File: src/rtl/l2_req_arbiter.sv
// Arbitrates N L1 back-end masters onto the single L2 request port, holding the grant
// until the L2 completes. Define L2_ARB_RR_EN for round-robin; default is fixed priority.
module l2_req_arbiter #(
    parameter int N_MASTERS = 2,
    parameter int ADDR_W    = 30,
    parameter int DATA_W    = 32
) (
    input  logic                          clk,
    input  logic                          rst_n,
    input  logic [N_MASTERS-1:0]          m_valid,
    input  logic [N_MASTERS*ADDR_W-1:0]   m_addr,
    input  logic [N_MASTERS*DATA_W-1:0]   m_wdata,
    input  logic [N_MASTERS*DATA_W/8-1:0] m_wstrb,
    output logic [N_MASTERS*DATA_W-1:0]   m_rdata,
    output logic [N_MASTERS-1:0]          m_ready,
    output logic                          s_valid,
    output logic [ADDR_W-1:0]             s_addr,
    output logic [DATA_W-1:0]             s_wdata,
    output logic [DATA_W/8-1:0]           s_wstrb,
    input  logic [DATA_W-1:0]             s_rdata,
    input  logic                          s_ready,
    output logic [N_MASTERS-1:0]          gnt
);

    typedef enum logic {IDLE, BUSY} state_t;

    state_t               state;
    logic [N_MASTERS-1:0] win_oh;
    logic                 gnt_live;

`ifdef L2_ARB_RR_EN
    localparam int PTR_W = (N_MASTERS > 1) ? $clog2(N_MASTERS) : 1;

    logic [PTR_W-1:0] rr_ptr;
    logic [PTR_W-1:0] win_idx;

    // Search starts just after the last winner so every waiter is served within N grants.
    always_comb begin
        // NOTE: every output gets a default before the loops so no path can infer a latch.
        win_oh  = '0;
        win_idx = rr_ptr;
        for (int k = 1; k <= N_MASTERS; k++) begin
            for (int i = 0; i < N_MASTERS; i++) begin
                if (win_oh == '0 && m_valid[i] && i == (int'(rr_ptr) + k) % N_MASTERS) begin
                    win_oh[i] = 1'b1;
                    win_idx   = PTR_W'(i);
                end
            end
        end
    end
`else
    always_comb begin
        win_oh = '0;
        for (int i = 0; i < N_MASTERS; i++) begin
            if (win_oh == '0 && m_valid[i]) win_oh[i] = 1'b1;
        end
    end
`endif

    // gnt is one-hot (or zero when idle), so an AND-OR mux is enough.
    always_comb begin
        s_addr  = '0;
        s_wdata = '0;
        s_wstrb = '0;
        for (int i = 0; i < N_MASTERS; i++) begin
            if (gnt[i]) begin
                s_addr  |= m_addr[i*ADDR_W +: ADDR_W];
                s_wdata |= m_wdata[i*DATA_W +: DATA_W];
                s_wstrb |= m_wstrb[i*(DATA_W/8) +: DATA_W/8];
            end
        end
    end

    assign gnt_live = |(gnt & m_valid);
    assign s_valid  = (state == BUSY) && gnt_live;
    assign m_ready  = (state == BUSY) ? (gnt & {N_MASTERS{s_ready}}) : '0;
    assign m_rdata  = {N_MASTERS{s_rdata}};

    always_ff @(posedge clk or negedge rst_n) begin
        if (!rst_n) begin
            state  <= IDLE;
            gnt    <= '0;
`ifdef L2_ARB_RR_EN
            rr_ptr <= '0;
`endif
        end else begin
            // NOTE: non-blocking so the muxes above see the pre-edge grant all cycle.
            case (state)
                IDLE: begin
                    if (|m_valid) begin
                        gnt    <= win_oh;
`ifdef L2_ARB_RR_EN
                        rr_ptr <= win_idx;
`endif
                        state  <= BUSY;
                    end
                end
                BUSY: begin
                    // Completion or a withdrawn request both end the transaction.
                    if (s_ready || !gnt_live) begin
                        gnt   <= '0;
                        state <= IDLE;
                    end
                end
                default: begin
                    gnt   <= '0;
                    state <= IDLE;
                end
            endcase
        end
    end

endmodule
File: config.mk
export PLATFORM = sky130hd
export DESIGN_NAME = l2_req_arbiter
export DESIGN_NICKNAME = d
export VERILOG_FILES = /design/src/rtl/l2_req_arbiter.sv
export SDC_FILE = /design/constraint.sdc
export NUM_CORES = 1
export LEC_CHECK = 0
export CAP_MARGIN = 20
export CORE_AREA = 2 2 119 121
export CTS_CLUSTER_SIZE = 10
export DETAILED_ROUTE_END_ITERATION = 7
export DIE_AREA = 0 0 121 123
export GPL_TIMING_DRIVEN = 1
export PLACE_DENSITY = 0.63
export SKIP_LAST_GASP = 1
export SYNTH_ARGS = -nofsm -noshare
export SYNTH_HDL_FRONTEND = slang
export SYNTH_SLANG_ARGS = --single-unit
File: constraint.sdc
create_clock -name clk -period 1.2 [get_ports clk]
set_clock_uncertainty 0.15 [all_clocks]
set_input_delay 0.24 -clock clk [delete_from_list [all_inputs] [get_ports clk]]
set_output_delay 0.24 -clock clk [all_outputs]
set_load 0.005 [all_outputs]
==> summary.txt, run 1 <==
Status -> complete, but fails checks
Failing checks -> setup timing
Final setup vio count -> 74
Antenna violations before repair -> 1
Non-filler cells, final -> 534
Mux contribution to synthesized area -> 0
Unrepaired setup endpoints after global routing -> yes
IO Count -> 304
Grt total ovfl -> 0
Crit Path Max Fanout -> 6
First-pass GRT wire length -> 12300 um
Final hold vios -> 0
Placed cells -> 481
Startpoint types -> flip-flop
Count of port buffers added during placement -> 207
Via count -> 2061
PwrDens -> 1140 nW/um2
Leakage -> 1.716 nW
Hold crit path type -> input port to async pin
Crit-path max cell delay -> 0.50 ns
Initial Utilization -> 0.09734
Num rows -> 43
DIE HEIGHT -> 123 um
Fin Setup TNS -> -42.59 ns
Number of iterations in the first detailed-routing pass -> 4
Fmax -> 0.5290 GHz
Post-synthesis net count -> 333
Die area -> 14880 um2
DR iter-0 viols -> 34
Area leader, netlist -> a22o_1
Main combinational cell family by area after synthesis -> compound AO/OA/AOI/OAI gates
CTS Root Cell -> clkbuf_16
WL/cell -> 18.53 um
Mapped Cells -> 164
Largest net degree at the start of global routing -> 22
Synth Area in XOR/XNOR -> 0
Most area-consuming cells after synthesis -> a22o_1 44%, buf_4 37%, dfrtp_1 5.7%
Slew margin rel. -> 0.8167
Adder-cell area share of the yosys netlist -> 0
H-tree depth -> 1
Arrival time at the worst endpoint -> 1.50 ns
Max VDD drop -> 0.4073 mV
Clk_lat worst skew -> 0.23 ns
Post-Layout Inst Area -> 3775 um2
Core area -> 13610 um2
Worst path top cell family by delay -> buffers and inverters
CTS Sinks -> 3
Synth Area in Compound Gates -> 0.4778
Syn_area_per_cell -> 8.079 um2
Mapped Area -> 1325 um2
DR vias/cell -> 3.860
Hpwl dp -> 6264 um
Crit. End Element -> primary output
CTS tree -> yes
Post-DP Area -> 3168 um2
Cts bufs inserted -> 3
# hold bufs at CTS -> 0
Clk slew on worst S/H paths -> 0.03 ns
Synth top area share -> 0.4429
Clock Tree Buf Depth -> 2
Gr usage total -> 0.1116
Chip Width -> 121 um
Final WL -> 9897 um
Critical path class -> flip-flop to primary output
Req. time, crit path -> 0.81 ns
Final slew viol count -> 0
Antenna viol nets, final -> 0
PnR Total Power -> 0.004303 W
Slew at the pin closest to its max-slew limit -> 0.2750 ns
Layout overhead on the synthesized area -> 184.9%
Share of layout cells above drive strength 1 -> 0.3881
Number of global-route vias before repair -> 2044
Cell variety after synth -> 15
Seq cells post-synth -> 3
Slowest stage cell, crit path -> dfrtp_2
Final Cycle Share -> 1.575
WP buf/inv -> 4
DRC errors left -> 0
Maxcap violations -> 0
Synth warnings -> 0
Simple-Gate Fraction of Synth Area -> 0.02361
Post-layout net count -> 523
Fin util -> 0.2773
Post-synthesis sequential area ratio -> 0.05666
Final setup margin -> -0.6902 ns
Fin crit period -> 1.890 ns
Critical Path, Cell by Cell -> buf_6 -> buf_12 -> buf_16 -> a22o_1 -> buf_2
GPL Wtd Cong -> 0.7638
area by class of cell:
class	instances	area, um2
Inverter	1	3.754
Fill cell	1438	9837
Antenna cell	1	2.502
Multi-Input combinational cell	80	706.9
Tap cell	180	225.2
Sequential cell	3	77.57
Timing Repair Buffer	265	2680
Clock buffer	4	78.83
where the power goes:
part	internal, W	switching, W
Clock	0.000439	0.000102
Combinational	0.00231	0.00126
Sequential	0.000128	0.0000647
Total	0.00288	0.00143
cell usage in the layout, fill, tap and decap left out:
| cell type | n |
|---|---|
| o22ai_1 | 1 |
| o21ai_1 | 1 |
| buf_4 | 14 |
| clkbuf_1 | 1 |
| a22o_4 | 2 |
| dfrtp_1 | 1 |
| dfrtp_2 | 2 |
| nor2_1 | 3 |
| and3_1 | 2 |
| clkbuf_16 | 7 |
| buf_6 | 28 |
| o22ai_2 | 1 |
| a21oi_2 | 1 |
| buf_12 | 9 |
| diode_2 | 1 |
| nand3b_1 | 1 |
| a31oi_4 | 1 |
| buf_16 | 10 |
| dlymetal6s2s_1 | 3 |
| a22o_1 | 65 |
| o21ai_0 | 1 |
| inv_1 | 1 |
| clkbuf_2 | 20 |
| a22oi_2 | 1 |
| clkdlybuf4s50_1 | 136 |
| buf_2 | 41 |
synth_stat cells:
master and n:
a21oi_1 1, inv_1 1, o22ai_1 2, nand3b_1 1
o21ai_1 1, o21ai_0 1, buf_4 65, dfrtp_1 3
buf_6 3, and3_1 2, a31oi_1 1, a22o_1 67
nor2_1 3, a22oi_2 1, buf_2 12
state kept, by name, indices dropped and copies added (netlist names):
name   cells
state      1
gnt        2
routing by layer:
metal | vias to the layer above | routed length [um] | GRT usage | share of wire
li1 | 949 | - | - | -
met1 | 940 | 3310 | 0.1069 | 0.33
met2 | 148 | 5381 | 0.2258 | 0.54
met3 | 24 | 975 | 0.03044 | 0.099
met4 | 0 | 229 | 0.03852 | 0.023
met5 | - | 0 | 0 | 0
path summary, 6_finish.rpt:
kind | startpoint | to | slack, ns | cells after the start
min in group clk | s_rdata[17] | m_rdata[17] | 0.33 | 0
worst min register to register | state$_DFF_PN0_ | state$_DFF_PN0_ | 0.51 | 2
worst max-delay path | gnt[0]$_DFFE_PN0P_ | s_addr[20] | -0.69 | 5
max in group asynchronous | rst_n | gnt[1]$_DFFE_PN0P_ | 0.66 | 1
worst max register to register | gnt[1]$_DFFE_PN0P_ | gnt[0]$_DFFE_PN0P_ | -0.37 | 6
worst min-delay path | rst_n | gnt[0]$_DFFE_PN0P_ | 0.06 | 1
metrics by stage:
| step | hold WS, ns | setup slack, ns |
|---|---|---|
| 2_1_floorplan | -0.2056 | -0.06380 |
| 3_3_place_gp | 0.2873 | -0.6166 |
| 3_5_place_dp | 0.2964 | -0.6257 |
| 4_1_cts | 0.06366 | -0.7631 |
| 5_1_grt | 0.06272 | -0.7374 |
| 6_report | 0.05961 | -0.6902 |
cell families (layout without fill, tap and decap cells):
group,count (synthesis),count (layout)
buffers and inverters,81,270
DFF,3,3
other,0,1
AOI/OAI and AO/OA,74,74
and+or+nand+nor,6,6
timing repair:
action	CTS	global route
setup endpoints to repair	72	74
pin swaps	4	21
buffers inserted	26	15
gates resized for setup	198	97
gates cloned	12	4
Power figures use the tool's default switching activity.
==> run 2, diff against run 1 <==
--- a/config.mk
+++ b/config.mk
@@ -12,7 +12,6 @@
 export DIE_AREA = 0 0 121 123
 export GPL_TIMING_DRIVEN = 1
 export PLACE_DENSITY = 0.63
-export SKIP_LAST_GASP = 1
 export SYNTH_ARGS = -nofsm -noshare
 export SYNTH_HDL_FRONTEND = slang
 export SYNTH_SLANG_ARGS = --single-unit
==> run 2 against run 1 <==
The flow still finishes with violations (setup timing). Clock power is 1% lower. Die area stayed put. Fmax is 3.9% higher. Hold slack better by 0.0076 ns. Flip-flop and latch count stayed put. Critical path depth stayed put. Sequential share of layout area is 0.087 points higher.
==> summary.txt, run 2 (synthesis gave the netlist of run 1 again) <==
H-tree depth -> 1 (unchanged)
Status -> complete, but fails checks
Crit Path Max Fanout -> 5 (-1)
DR iter-0 viols -> 42 (+24%)
PwrDens -> 1117 nW/um2 (-2.0%)
Commonest non-fill, non-tap cell in the layout -> clkdlybuf4s50_1
DRC errors left -> 0 (unchanged)
Worst Reg-to-Reg Cells -> 6 (unchanged)
Gr usage total -> 0.1132 (+0.001655)
Number of global-route vias before repair -> 2062 (+0.88%)
Hold crit path type -> input port to async pin
Final hold vios -> 0 (unchanged)
Num rows -> 43 (unchanged)
Initial Utilization -> 0.09734 (unchanged)
Post-layout net count -> 510 (-2.5%)
First-pass GRT wire length -> 12470 um (+1.3%)
Crit. End Element -> primary output
Unrepaired setup endpoints after global routing -> yes
Layout overhead on the synthesized area -> 173.4%
Critical Path, Cell by Cell -> buf_6 -> buf_12 -> buf_16 -> a22o_1 -> buf_2
DIE HEIGHT -> 123 um (unchanged)
Worst setup startpoint -> gnt[0]$_DFFE_PN0P_
Share of layout cells above drive strength 1 -> 0.3618 (-0.02634)
Req. time, crit path -> 0.81 ns (about the same)
Final setup margin -> -0.6185 ns (+0.07178 ns)
Hold WS -> 0.06722 ns (+0.007609 ns)
Hpwl dp -> 6264 um (unchanged)
Fin Setup TNS -> -37.28 ns (+5.304 ns)
Final Cycle Share -> 1.515 (-0.05981)
IO Count -> 304 (unchanged)
Max VDD drop -> 0.3683 mV (-9.6%)
CTS Sinks -> 3 (unchanged)
Worst reg2reg path startpoint -> gnt[0]$_DFFE_PN0P_
Leakage -> 1.587 nW (-7.5%)
WP buf/inv -> 4 (unchanged)
CTS Root Cell -> clkbuf_16
Slew at the pin closest to its max-slew limit -> 0.2197 ns (-0.05525 ns)
CTS tree -> yes
DR vias/cell -> 3.944 (+2.2%)
Slew margin rel. -> 0.8535 (+0.03684)
Startpoint types -> flip-flop
Max reg flops -> 2 (unchanged)
Largest net degree at the start of global routing -> 22 (unchanged)
Clk slew on worst S/H paths -> 0.03 ns (about the same)
Reg with most FFs -> gnt
Antenna violations before repair -> 1 (unchanged)
Crit-path max cell delay -> 0.45 ns (-0.05 ns)
Slowest stage cell, crit path -> dfrtp_2
Arrival time at the worst endpoint -> 1.43 ns (-0.07 ns)
Place WS -> -0.6257 ns (unchanged)
Clk_lat worst skew -> 0.22 ns (about the same)
Chip Width -> 121 um (unchanged)
# hold bufs at CTS -> 0 (unchanged)
Largest registers -> gnt x2, state x1
Antenna viol nets, final -> 0 (unchanged)
Most frequent cells in the layout -> 136 x clkdlybuf4s50_1, 65 x a22o_1, 51 x buf_2
Fin crit period -> 1.818 ns (-0.07178 ns)
Number of iterations in the first detailed-routing pass -> 4 (unchanged)
Post-DP Area -> 3168 um2 (unchanged)
Count of port buffers added during placement -> 207 (unchanged)
Cts bufs inserted -> 3 (unchanged)
Final slew viol count -> 0 (unchanged)
Clock Tree Buf Depth -> 2 (unchanged)
Flop-to-flop setup slack -> -0.22 ns (+0.15 ns)
Fmax -> 0.5499 GHz (+3.9%)
Core area -> 13610 um2 (unchanged)
Via count -> 2055 (-0.29%)
Final WL -> 9531 um (-3.7%)
Grt total ovfl -> 0 (unchanged)
Die area -> 14880 um2 (unchanged)
Post-Layout Inst Area -> 3622 um2 (-4.0%)
Critical path depth -> 5 (unchanged)
Worst path top cell family by delay -> buffers and inverters
Maxcap violations -> 0 (unchanged)
GPL Wtd Cong -> 0.7638 (unchanged)
PnR Total Power -> 0.004047 W (-6.0%)
Final setup vio count -> 74 (unchanged)
Critical path class -> flip-flop to primary output
WL/cell -> 18.29 um (-1.3%)
Failing checks -> setup timing
[run 2: changes by cell type in the layout (fill, tap and decap cells not counted), sizes merged]
| cell | previous run | this run |
|---|---|---|
| clkbuf | 28 | 15 |
| clkdlybuf4s15 | 0 | 5 |
| dlymetal6s2s | 3 | 0 |
| buf | 102 | 100 |
[run 2: metal layers]
metal,track usage,routed length (um),vias to the layer above
met4,0.04142,271,0
met5,0,0,-
met3,0.03183,996,31
met2,0.2272,5082,172
met1,0.1086,3180,931
li1,-,-,921
[run 2: path summary, 6_finish.rpt]
kind	end
worst max-delay path	s_addr[15]
worst min-delay path	state$_DFF_PN0_
worst max register to register	gnt[1]$_DFFE_PN0P_
worst min register to register	state$_DFF_PN0_
max in group asynchronous	gnt[0]$_DFFE_PN0P_
min in group clk	m_rdata[17]
[run 2: worst register-to-register path: cells and delay by family (launching register included)]
family	cells	cell delay [ns]
buf+inv	4	0.51
compound gates	2	0.18
flops	1	0.45
[run 2: repair_timing]
action,in CTS,in global routing
setup buffers,26,4
endpoints found under the setup margin,72,74
resized for setup,277,36
pin swaps,5,22
gates cloned,12,3
[run 2: final cells by class]
class                      instances  area [um2]
multi-input combinational         80       711.9
inverter                           1       3.754
fill                            1444        9990
antenna                            1       2.502
tap                              180       225.2
clock buffer                       4       78.83
sequential                         3       77.57
timing repair buffer             252        2522
[run 2: power by group]
group	leakage [nW]	internal, W	switching (W)
clock network	0.0382	0.000439	0.0000957
registers	0.0346	0.000128	0.0000542
logic	1.51	0.00213	0.00120
total	1.59	0.00269	0.00135
[run 2: through the flow]
step             util  instances
3_5_place_dp   0.2327        481
3_3_place_gp   0.2327        481
6_report       0.2661        521
5_1_grt        0.2661        521
4_1_cts        0.2664        520
2_1_floorplan       -        164
